`config.mk`:
```
export PLATFORM = sky130hd
export DESIGN_NAME = imem_loader
export DESIGN_NICKNAME = d
export VERILOG_FILES = /design/src/rtl/imem_loader.sv
export SDC_FILE = /design/constraint.sdc
export NUM_CORES = 1
export LEC_CHECK = 0
export CAP_MARGIN = 10
export CORE_AREA = 2 2 80 82
export DETAILED_ROUTE_END_ITERATION = 8
export DIE_AREA = 0 0 82 84
export PLACE_DENSITY_LB_ADDON = 0.12
export SYNTH_ARGS = -nofsm -noshare
export SYNTH_HDL_FRONTEND = slang
export SYNTH_SLANG_ARGS = --single-unit
```
`constraint.sdc`:
```
create_clock -name clk_i -period 1.92 [get_ports clk_i]
set_input_delay 0.384 -clock clk_i [delete_from_list [all_inputs] [get_ports clk_i]]
set_output_delay 0.384 -clock clk_i [all_outputs]
set_load 0.005 [all_outputs]
```
`src/rtl/imem_loader.sv`:
```
// Boot loader: packs a little-endian byte stream into 32-bit words and writes them to
// consecutive instruction-RAM addresses, holding the CPU in reset until the image is in.
module imem_loader #(
    parameter int unsigned N  = 32,
    parameter int unsigned AW = 6
) (
    input  logic          clk_i,
    input  logic          rst_ni,
    input  logic          start_i,
    input  logic [AW:0]   word_count_i,
    input  logic [7:0]    byte_in_i,
    input  logic          byte_valid_i,
    output logic          byte_ready_o,
    output logic          we_o,
    output logic [AW-1:0] waddr_o,
    output logic [N-1:0]  wdata_o,
    output logic          busy_o,
    output logic          done_o,
    output logic          cpu_reset_o
);

    localparam int unsigned Depth    = 1 << AW;
    localparam logic [AW:0] MaxCount = (AW + 1)'(Depth);

    typedef enum logic [1:0] {StIdle, StRecv, StWrite, StDone} state_e;

    state_e        state_q, state_d;
    logic [AW:0]   count_q, count_d;
    logic [AW:0]   words_q, words_d;
    logic [AW-1:0] waddr_q, waddr_d;
    logic [N-1:0]  wdata_q, wdata_d;
    logic [1:0]    byte_cnt_q, byte_cnt_d;
    logic [AW:0]   count_clamped;

    // Requests beyond the memory depth are clamped so the address never wraps.
    assign count_clamped = (word_count_i > MaxCount) ? MaxCount : word_count_i;

    always_comb begin
        state_d    = state_q;
        count_d    = count_q;
        words_d    = words_q;
        waddr_d    = waddr_q;
        wdata_d    = wdata_q;
        byte_cnt_d = byte_cnt_q;
        unique case (state_q)
            StIdle, StDone: begin
                if (start_i) begin
                    count_d    = count_clamped;
                    words_d    = '0;
                    waddr_d    = '0;
                    byte_cnt_d = '0;
                    state_d    = (count_clamped == '0) ? StDone : StRecv;
                end
            end
            StRecv: begin
                if (byte_valid_i) begin
                    wdata_d[{byte_cnt_q, 3'b000} +: 8] = byte_in_i;
                    byte_cnt_d = byte_cnt_q + 2'd1;
                    if (byte_cnt_q == 2'd3) begin
                        state_d = StWrite;
                    end
                end
            end
            StWrite: begin
                words_d    = words_q + 1'b1;
                byte_cnt_d = '0;
                if (words_d == count_q) begin
                    state_d = StDone;
                end else begin
                    waddr_d = waddr_q + 1'b1;
                    state_d = StRecv;
                end
            end
            default: state_d = StIdle;
        endcase
    end

    always_ff @(posedge clk_i or negedge rst_ni) begin
        if (!rst_ni) begin
            state_q    <= StIdle;
            count_q    <= '0;
            words_q    <= '0;
            waddr_q    <= '0;
            wdata_q    <= '0;
            byte_cnt_q <= '0;
        end else begin
            state_q    <= state_d;
            count_q    <= count_d;
            words_q    <= words_d;
            waddr_q    <= waddr_d;
            wdata_q    <= wdata_d;
            byte_cnt_q <= byte_cnt_d;
        end
    end

    // All handshake/status outputs decode from state alone: no valid->ready path.
    assign byte_ready_o = (state_q == StRecv);
    assign we_o         = (state_q == StWrite);
    assign busy_o       = (state_q == StRecv) || (state_q == StWrite);
    assign done_o       = (state_q == StDone);
    assign cpu_reset_o  = (state_q != StDone);
    assign waddr_o      = waddr_q;
    assign wdata_o      = wdata_q;

endmodule

```
### After elaboration in Yosys (flattened, before gate mapping)

Index checks and enable logic that the tools add are counted.

* register bits after elaboration: 56
* bits in latches: 0
* output and inout port bits: 43
* memories: 0
* word-level logic and storage cells: 50
* bits in writable memories: 0
* ROM bits: 0

* reduce and logical (&&, ||, !) cells: 11
* $lt $le $gt $ge: 1
* divide/modulo/power cells: 0
* shift operators: 2
* multiplexer cells: 16
* multipliers: 0
* bitwise operators: 0
* add/subtract/negate cells: 4
* eq/ne operators: 10

Operators by type and width (number)
* 32-bit bitwise mux: 1
* 8-bit by 7-bit variable shift with 32-bit output (first input constant): 1
* 8-bit by 7-bit variable part select with 32-bit output: 1
* 2-bit two-way mux: 7
* 7-bit two-way mux: 2
* 7-bit case mux with 2 select lines: 1
* 6-bit two-way mux: 2
* 2-bit case mux with 3 select lines: 2
* 6-bit case mux with 2 select lines: 1
* 2-bit inequality test (second input constant): 4
* 2-bit AND reduction: 4
* 7-bit by 1-bit adder with 7-bit output (second input constant): 1
* 7-bit equality test: 1
* 7-bit greater-than comparator (second input constant): 1
* 7-bit zero test: 1
* 5-bit negator with 7-bit output: 1
* 6-bit by 1-bit adder with 6-bit output (second input constant): 1
* 2-bit equality test (second input constant): 3
* 3-bit AND reduction: 2
* 2-bit by 1-bit adder with 2-bit output (second input constant): 1
* 2-bit by 1-bit equality test with 1-bit output (second input constant): 1
* 2-bit zero test: 1
* 2-bit by 1-bit inequality test with 1-bit output (second input constant): 1
* 2-bit nonzero test: 1
* other kinds (2): 2

### Longest topological paths before layout

Gate-level depths: netlist (run 1).

* word-level depth: 6
* depth in mapped cells: 10
* mapped depth without buffers: 8

### Worst setup path before layout (run 1)

Ideal clock, no wire load.

* kind: register to register
* start: register words_q[0]
* end: register waddr_q[2], in the netlist waddr_o[2]
* arrival: 1976 ps
* cell stages (with the launch flop): 9
* slack: -180 ps
* library setup time: 124 ps
* required time: 1796 ps
* clock period less this slack: 2100 ps
* buffers on the path: 1
* cells stage by stage: dfrtp_1 -> ha_1 -> nand2b_1 -> o211a_1 -> o32a_1 -> o41ai_2 -> buf_6 -> nor3_1 -> a211o_1

* longest elaborated chain between the ends: 4

Ends and longest elaborated chain
* start: declaration: RTL line 29 `logic [AW:0] words_q, words_d;`
* start signal: assignment: RTL line 89 `words_q <= words_d;`
* 7-bit by 1-bit adder with 7-bit output: RTL line 65 `words_d = words_q + 1'b1;`
* 7-bit equality test: RTL line 67 `if (words_d == count_q) begin`
* 2-bit inequality test (no line)
* 3-bit AND reduction (no line)
* end signal: assignment: RTL line 90 `waddr_q <= waddr_d;`
* end: declaration: RTL line 30 `logic [AW-1:0] waddr_q, waddr_d;`

Every way passes these cells.
A chain may end at the register's enable or synchronous reset.

### Worst setup path in the final report (run 1)

* start: register words_q[1]
* end: register waddr_q[2], in the netlist waddr_o[2]

Same word-level chain as after synthesis.

==> results.md, run 1 <==
- CTS tree: yes
- Max-Cap Viols: 0
- Kind of cell adding the most delay to the critical path: compound AO/OA/AOI/OAI gates
- Fin. max-slew vios: 0
- Critical Path, Cell by Cell: ha_4 -> buf_6 -> and3_4 -> nand3_4 -> xnor2_4 -> o41ai_2 -> buf_4 -> nor3_2 -> a211o_1
- Clk sink count: between 50 and 60
- R2R Setup Slk: -0.14 ns
- Site Rows: 29
- Max Fanout on Critical Path: 8
- Async S/R FF share, synth: 1.000
- Setup TNS: -0.4136 ns
- Final core utilization: 0.6371
- Worst slew pin tran: 0.4373 ns
- Max Clock Freq: 485.9 MHz
- Crit path buffers/inverters: 2
- Vias in the first global route: about 2100
- Tcrit/Tclk final: 1.072
- Clock slew seen by the registers of the worst setup and hold paths: between 0.1 and 0.15 ns
- Power Density: between 1000 and 1500 nW/µm²
- HP Class: reg2reg
- Setup Viol. Count Final: 6
- First-pass GRT wire length: between 10000 and 15000 µm
- Status: complete, but fails checks
- Root Driver: clkbuf_8
- Worst path max stage delay: ~0.41 ns
- Setup CP Type: reg2reg
- Core ar.: about 6000 µm²
- GRT overflow: 0
- Violated checks: negative setup slack
- Drt drc: 0
- DP Cell Count: 404
- Path depth of the worst reg2reg path: 9
- Antenna violations before repair: 0
- Worst-Skew Late Latency: about 0.32 ns
- Setup crit end kind: register
- Mapped cell area: 2665 µm²
- Die width: just over 80 µm
- Synth-to-layout area growth: 45.73%
- Ant diodes: 0
- First-pass DRT Iterations: 4
- Yosys warns: 0
- R2R Path Start: words_q[1]
- Proportion of layout cells with a drive suffix above 1: 0.2312
- Synthesized instance count: ~240
- Slew HR: 0.7085
- Slowest library cell on the worst path: dfrtp_1
- Sequential Area: between 1000 and 1500 µm²
- Synth cell types: 39
- Die area: slightly below 7000 µm²
- Htree depth: 2
- Crit path from: words_q[1]
- Port Buffers: between 60 and 70
- R2R Path End: waddr_o[2]
- Net Count, Synth: 266
- Cell count along the critical path: 9
- #FFs+latches synth: 56
- Via count: approximately 2200
- First DRT Iteration DRCs: 98
- Sequential area share after synthesis: 0.5258
- Area of the multi-input gates: 1270 µm²
- Max IR drop VDD: 0.8401 mV
- Number of CTS-inserted buffers: 5
- Starting density of the core: 0.4372
- Crit start category: register
- Worst EP required: between 2 and 2.5 ns
- Final worst path period need: 2.058 ns
- Post-Route WL: 6185 µm
- Largest net degree at the start of global routing: 25
- Most frequent cells in the layout: 56 x dfrtp_1, 55 x clkdlybuf4s50_1, 43 x buf_4, 32 x a22o_1, 24 x nand2_1
- Critical path destination: waddr_o[2]
- Final worst slack: -0.1382 ns
- RSZ-0062 raised after global routing: true
- All-Layer GR Usage: 0.1968
- Vias per inst: approximately 5.3
- Critical path data arrival time: ~2.3 ns
- Post-synth top flop: dfrtp_1
- Hold Violations, Final: 0
- Leakage: ~0.0018 µW
- Hpwl dp: between 4000 and 5000 µm
- Fillers: about 540
- Fin nets: between 300 and 400
- WHS: a little over 0.5 ns
- Final Skew: 0.01394 ns
- WL/cell: 14.62 µm
- Clock Path Buffers: 2
- GP Congestion: ~0.79
- Final cell count without fillers: about 420
- Final ANT Viol Nets: 0
- Avg Synthesized Cell Area: around 11 µm²
- Most common cell after layout, fill and taps aside: dfrtp_1
- Die height: 84 µm
- Post-synth EDFFs: 0
- Io pins: a little over 60
## worst register-to-register path: stages (launching register included)
cell and delay, ns:
dfrtp_1 0.41, ha_4 0.17, buf_6 0.09, and3_4 0.21
nand3_4 0.11, xnor2_4 0.17, o41ai_2 0.30, buf_4 0.21
nor3_2 0.05, a211o_1 0.23
## routing by layer
metal	global-route usage	share of wire
met5	0	0
met4	0.05000	0.014
met3	0.03571	0.045
met2	0.3200	0.49
met1	0.2692	0.45
## flip-flops by register name (all words and copies together) (netlist names)
| register | cells |
|---|---|
| state_q | 2 |
| wdata_o | 32 |
| byte_cnt_q | 2 |
| waddr_o | 6 |
| count_q | 7 |
| words_q | 7 |
## cell usage after synthesis (2+ instances only)
cell / count / area, µm²
ha_1: 11 / 137.6
a21oi_1: 4 / 20.02
nor4b_2: 3 / 45.04
nand2b_1: 9 / 56.30
clkbuf_1: 2 / 7.510
xor2_1: 3 / 26.28
nor3_1: 3 / 15.01
dfrtp_1: 56 / 1401
a22o_1: 32 / 280.3
nand3_4: 2 / 35.03
o21ai_0: 18 / 90.09
nor2_1: 6 / 22.52
nand2_1: 25 / 93.84
buf_2: 3 / 15.01
mux2i_1: 4 / 40.04
or4_1: 3 / 22.52
nand3_1: 16 / 80.08
nor4_1: 4 / 25.02
inv_1: 8 / 30.03
xnor2_1: 5 / 43.79
## power breakdown
group          total [µW]  switching, µW  internal [µW]
clock network         656            396            260
registers            1520            134           1380
logic                2170           1000           1170
total                4350           1530           2810
## worst min path at each step
stage	startpoint	to	slack [ns]	depth (start not counted)
final	count_q[0]	count_q[0]	0.51	2
after global placement	rst_ni	wdata_o[2]	0.34	1
after CTS	count_q[0]	count_q[0]	0.52	2
after global routing	wdata_o[22]	wdata_o[22]	0.53	1
after detailed placement	rst_ni	wdata_o[30]	0.35	1
after floorplan	rst_ni	byte_cnt_q[0]	0.09	0
## logic make-up (layout without fill, tap and decap cells)
kind of cell | count (synthesis) | in the layout | synth area share
muxes | 5 | 5 | 0.01925
DFF | 56 | 56 | 0.5258
adders and majority gates | 11 | 11 | 0.05164
xor gates and xnor gates | 9 | 9 | 0.03240
AOI/OAI and AO/OA | 64 | 64 | 0.1812
buffers and inverters | 15 | 125 | 0.02582
and+or+nand+nor | 76 | 76 | 0.1638
## metrics by stage
step | power, µW | setup slack, ns | instance area (µm²)
after detailed placement | 3505 | -0.1443 | 3631
final | 4347 | -0.1382 | 3884
after CTS | 4280 | -0.1535 | 3806
after global routing | 4716 | -0.2406 | 3884
after floorplan | 2551 | -0.1463 | 2678
after global placement | 3468 | -0.1127 | 3631
## final cells by class
class	instances	area share
flip-flops and latches	56	0.3608
multi-input cells	165	0.3270
repair buffers	109	0.2558
well taps	77	0.02481
clock buffers	5	0.01772
inverters	8	0.008376
clock inverters	3	0.005477
## repair_timing
action / 4_1_cts / 5_1_grt
hold buffers: 1 / 0
setup endpoints to repair: 11 / 13
endpoints found under the hold margin: 7 / 0
gates cloned: 0 / 0
pin swaps: 8 / 4
buffers inserted: 6 / 4
resized for setup: 11 / 10
Note: power is estimated with default switching activity, not from simulation.
==> inputs of run 2 (changes only) <==
--- a/config.mk
+++ b/config.mk
@@ -7,2 +7,3 @@
 export LEC_CHECK = 0
+export ABC_CLOCK_PERIOD_IN_PS = 1920
 export CAP_MARGIN = 10
--- a/constraint.sdc
+++ b/constraint.sdc
@@ -3,2 +3,2 @@
 set_output_delay 0.384 -clock clk_i [all_outputs]
-set_load 0.005 [all_outputs]
+set_load 0.05 [all_outputs]
==> results.md, run 2 (synthesized netlist as in run 1, its figures left out) <==
- Starting density of the core: 0.4372
- Port Buffers: 61
- Site Rows: 29
- Clock slew seen by the registers of the worst setup and hold paths: 0.11 ns
- Final ANT Viol Nets: 0
- Most common cell after layout, fill and taps aside: dfrtp_1
- Max Fanout on Critical Path: 5
- Die height: approximately 84 µm
- Setup crit end kind: register
- Io pins: 62
- RSZ-0062 raised after global routing: true
- Number of CTS-inserted buffers: 5
- Fin. max-slew vios: 0
- Final core utilization: 0.6424
- Post-Route WL: between 6000 and 7000 µm
- CTS tree: yes
- Clock Path Buffers: 2
- Worst EP required: around 2.1 ns
- First DRT Iteration DRCs: a little under 90
- Via count: approximately 2200
- Vias per inst: 5.449
- First-pass GRT wire length: between 10000 and 15000 µm
- Root Driver: clkbuf_8
- DP Cell Count: between 400 and 500
- All-Layer GR Usage: 0.2082
- Violated checks: negative setup slack
- HP Class: in2async
- Leakage: 0.002113 µW
- GP Congestion: between 0.8 and 0.9
- Vias in the first global route: roughly 2300
- Slew HR: 0.6498
- Antenna violations before repair: 0
- Crit start category: register
- Status: complete, but fails checks
- Die width: 82 µm
- Max reg flops: 32
- Setup Viol. Count Final: 7
- Tcrit/Tclk final: 1.086
- Worst-Skew Late Latency: roughly 0.32 ns
- Hold Violations, Final: 0
- Final Skew: between 0.007 and 0.008 ns
- Power Density: 1339 nW/µm²
- Fin nets: 364
- Die area: slightly below 7000 µm²
- Proportion of layout cells with a drive suffix above 1: 0.2657
- Drt drc: 0
- Most frequent cells in the layout: 56 x dfrtp_1, 47 x buf_4, 32 x a22o_1, 24 x nand2_1, 23 x clkdlybuf4s50_1
- Max Clock Freq: approximately 480 MHz
- Ant diodes: 0
- WHS: ~0.037 ns
- Htree depth: 2
- Setup CP Type: reg2reg
- Core ar.: about 6000 µm²
- Final worst slack: -0.1655 ns
- Final worst path period need: about 2.1 ns
- Final cell count without fillers: 412
- WL/cell: roughly 16 µm
- Worst slew pin tran: roughly 0.52 ns
- GRT overflow: 0
- First-pass DRT Iterations: 5
- Max-Cap Viols: 0
- Critical path data arrival time: 2.29 ns
- Largest net degree at the start of global routing: 57
- Clk sink count: between 50 and 60
- Synth-to-layout area growth: 46.95%
- Max IR drop VDD: roughly 0.97 mV
- Hpwl dp: 4677 µm
## run 2: stage by stage
stage / setup slack, ns / power, µW / cell area (µm²) / setup TNS (ns)
after floorplan: -0.1595 / 3243 / 2736 / -0.2653
after global placement: -0.1054 / 4306 / 3687 / -0.2044
after detailed placement: -0.1589 / 4343 / 3687 / -0.4175
after CTS: -0.1754 / 5146 / 3821 / -0.5297
after global routing: -0.2584 / 5577 / 3916 / -1.363
final: -0.1655 / 5245 / 3916 / -0.5465
## run 2: worst paths after layout
path	start	end	slack (ns)	cells after the start
hold / removal	rst_ni	count_q[1]	0.04	2
setup reg to reg	words_q[0]	waddr_o[2]	-0.17	8
hold reg to reg	wdata_o[7]	wdata_o[7]	0.51	1
max in group asynchronous	rst_ni	wdata_o[11]	1.64	2
setup / recovery	words_q[0]	waddr_o[2]	-0.17	8
min in group clk_i	wdata_o[7]	wdata_o[7]	0.51	1
## run 2: cell type report
type	instances	area (µm²)
Clock inverter	3	25.02
Inverter	8	33.78
Multi-Input combinational cell	165	1321
Tap cell	77	96.34
Timing Repair Buffer	98	969.7
Fill cell	525	2180
Sequential cell	56	1401
Clock buffer	5	68.82
## run 2: timing repair
item | in CTS | in global routing
resized for setup | 4 | 30
gates cloned | 0 | 1
pin swaps | 1 | 3
setup endpoints to repair | 8 | 29
hold buffers | 0 | 0
buffers inserted | 2 | 1
## run 2: metal layers
metal | vias up | wire length (µm) | track usage
li1 | 1067 | - | -
met1 | 1128 | 3066 | 0.2982
met2 | 45 | 3181 | 0.3230
met3 | 5 | 248 | 0.04437
met4 | 0 | 50 | 0.04697
met5 | - | 0 | 0
## run 2: power breakdown
group	internal [µW]	switching (µW)	leakage [µW]	total, µW
logic	1350	1680	0.00131	3030
registers	1380	140	0.000759	1520
clock network	267	430	0.0000452	697
## run 2: critical path, stage by stage, from the launching register on
cell      delay (ns)
dfrtp_1         0.37
ha_2            0.22
nand2b_1        0.08
o211a_1         0.20
o32a_1          0.37
o41ai_4         0.26
buf_4           0.20
nor3_2          0.05
a211o_1         0.23
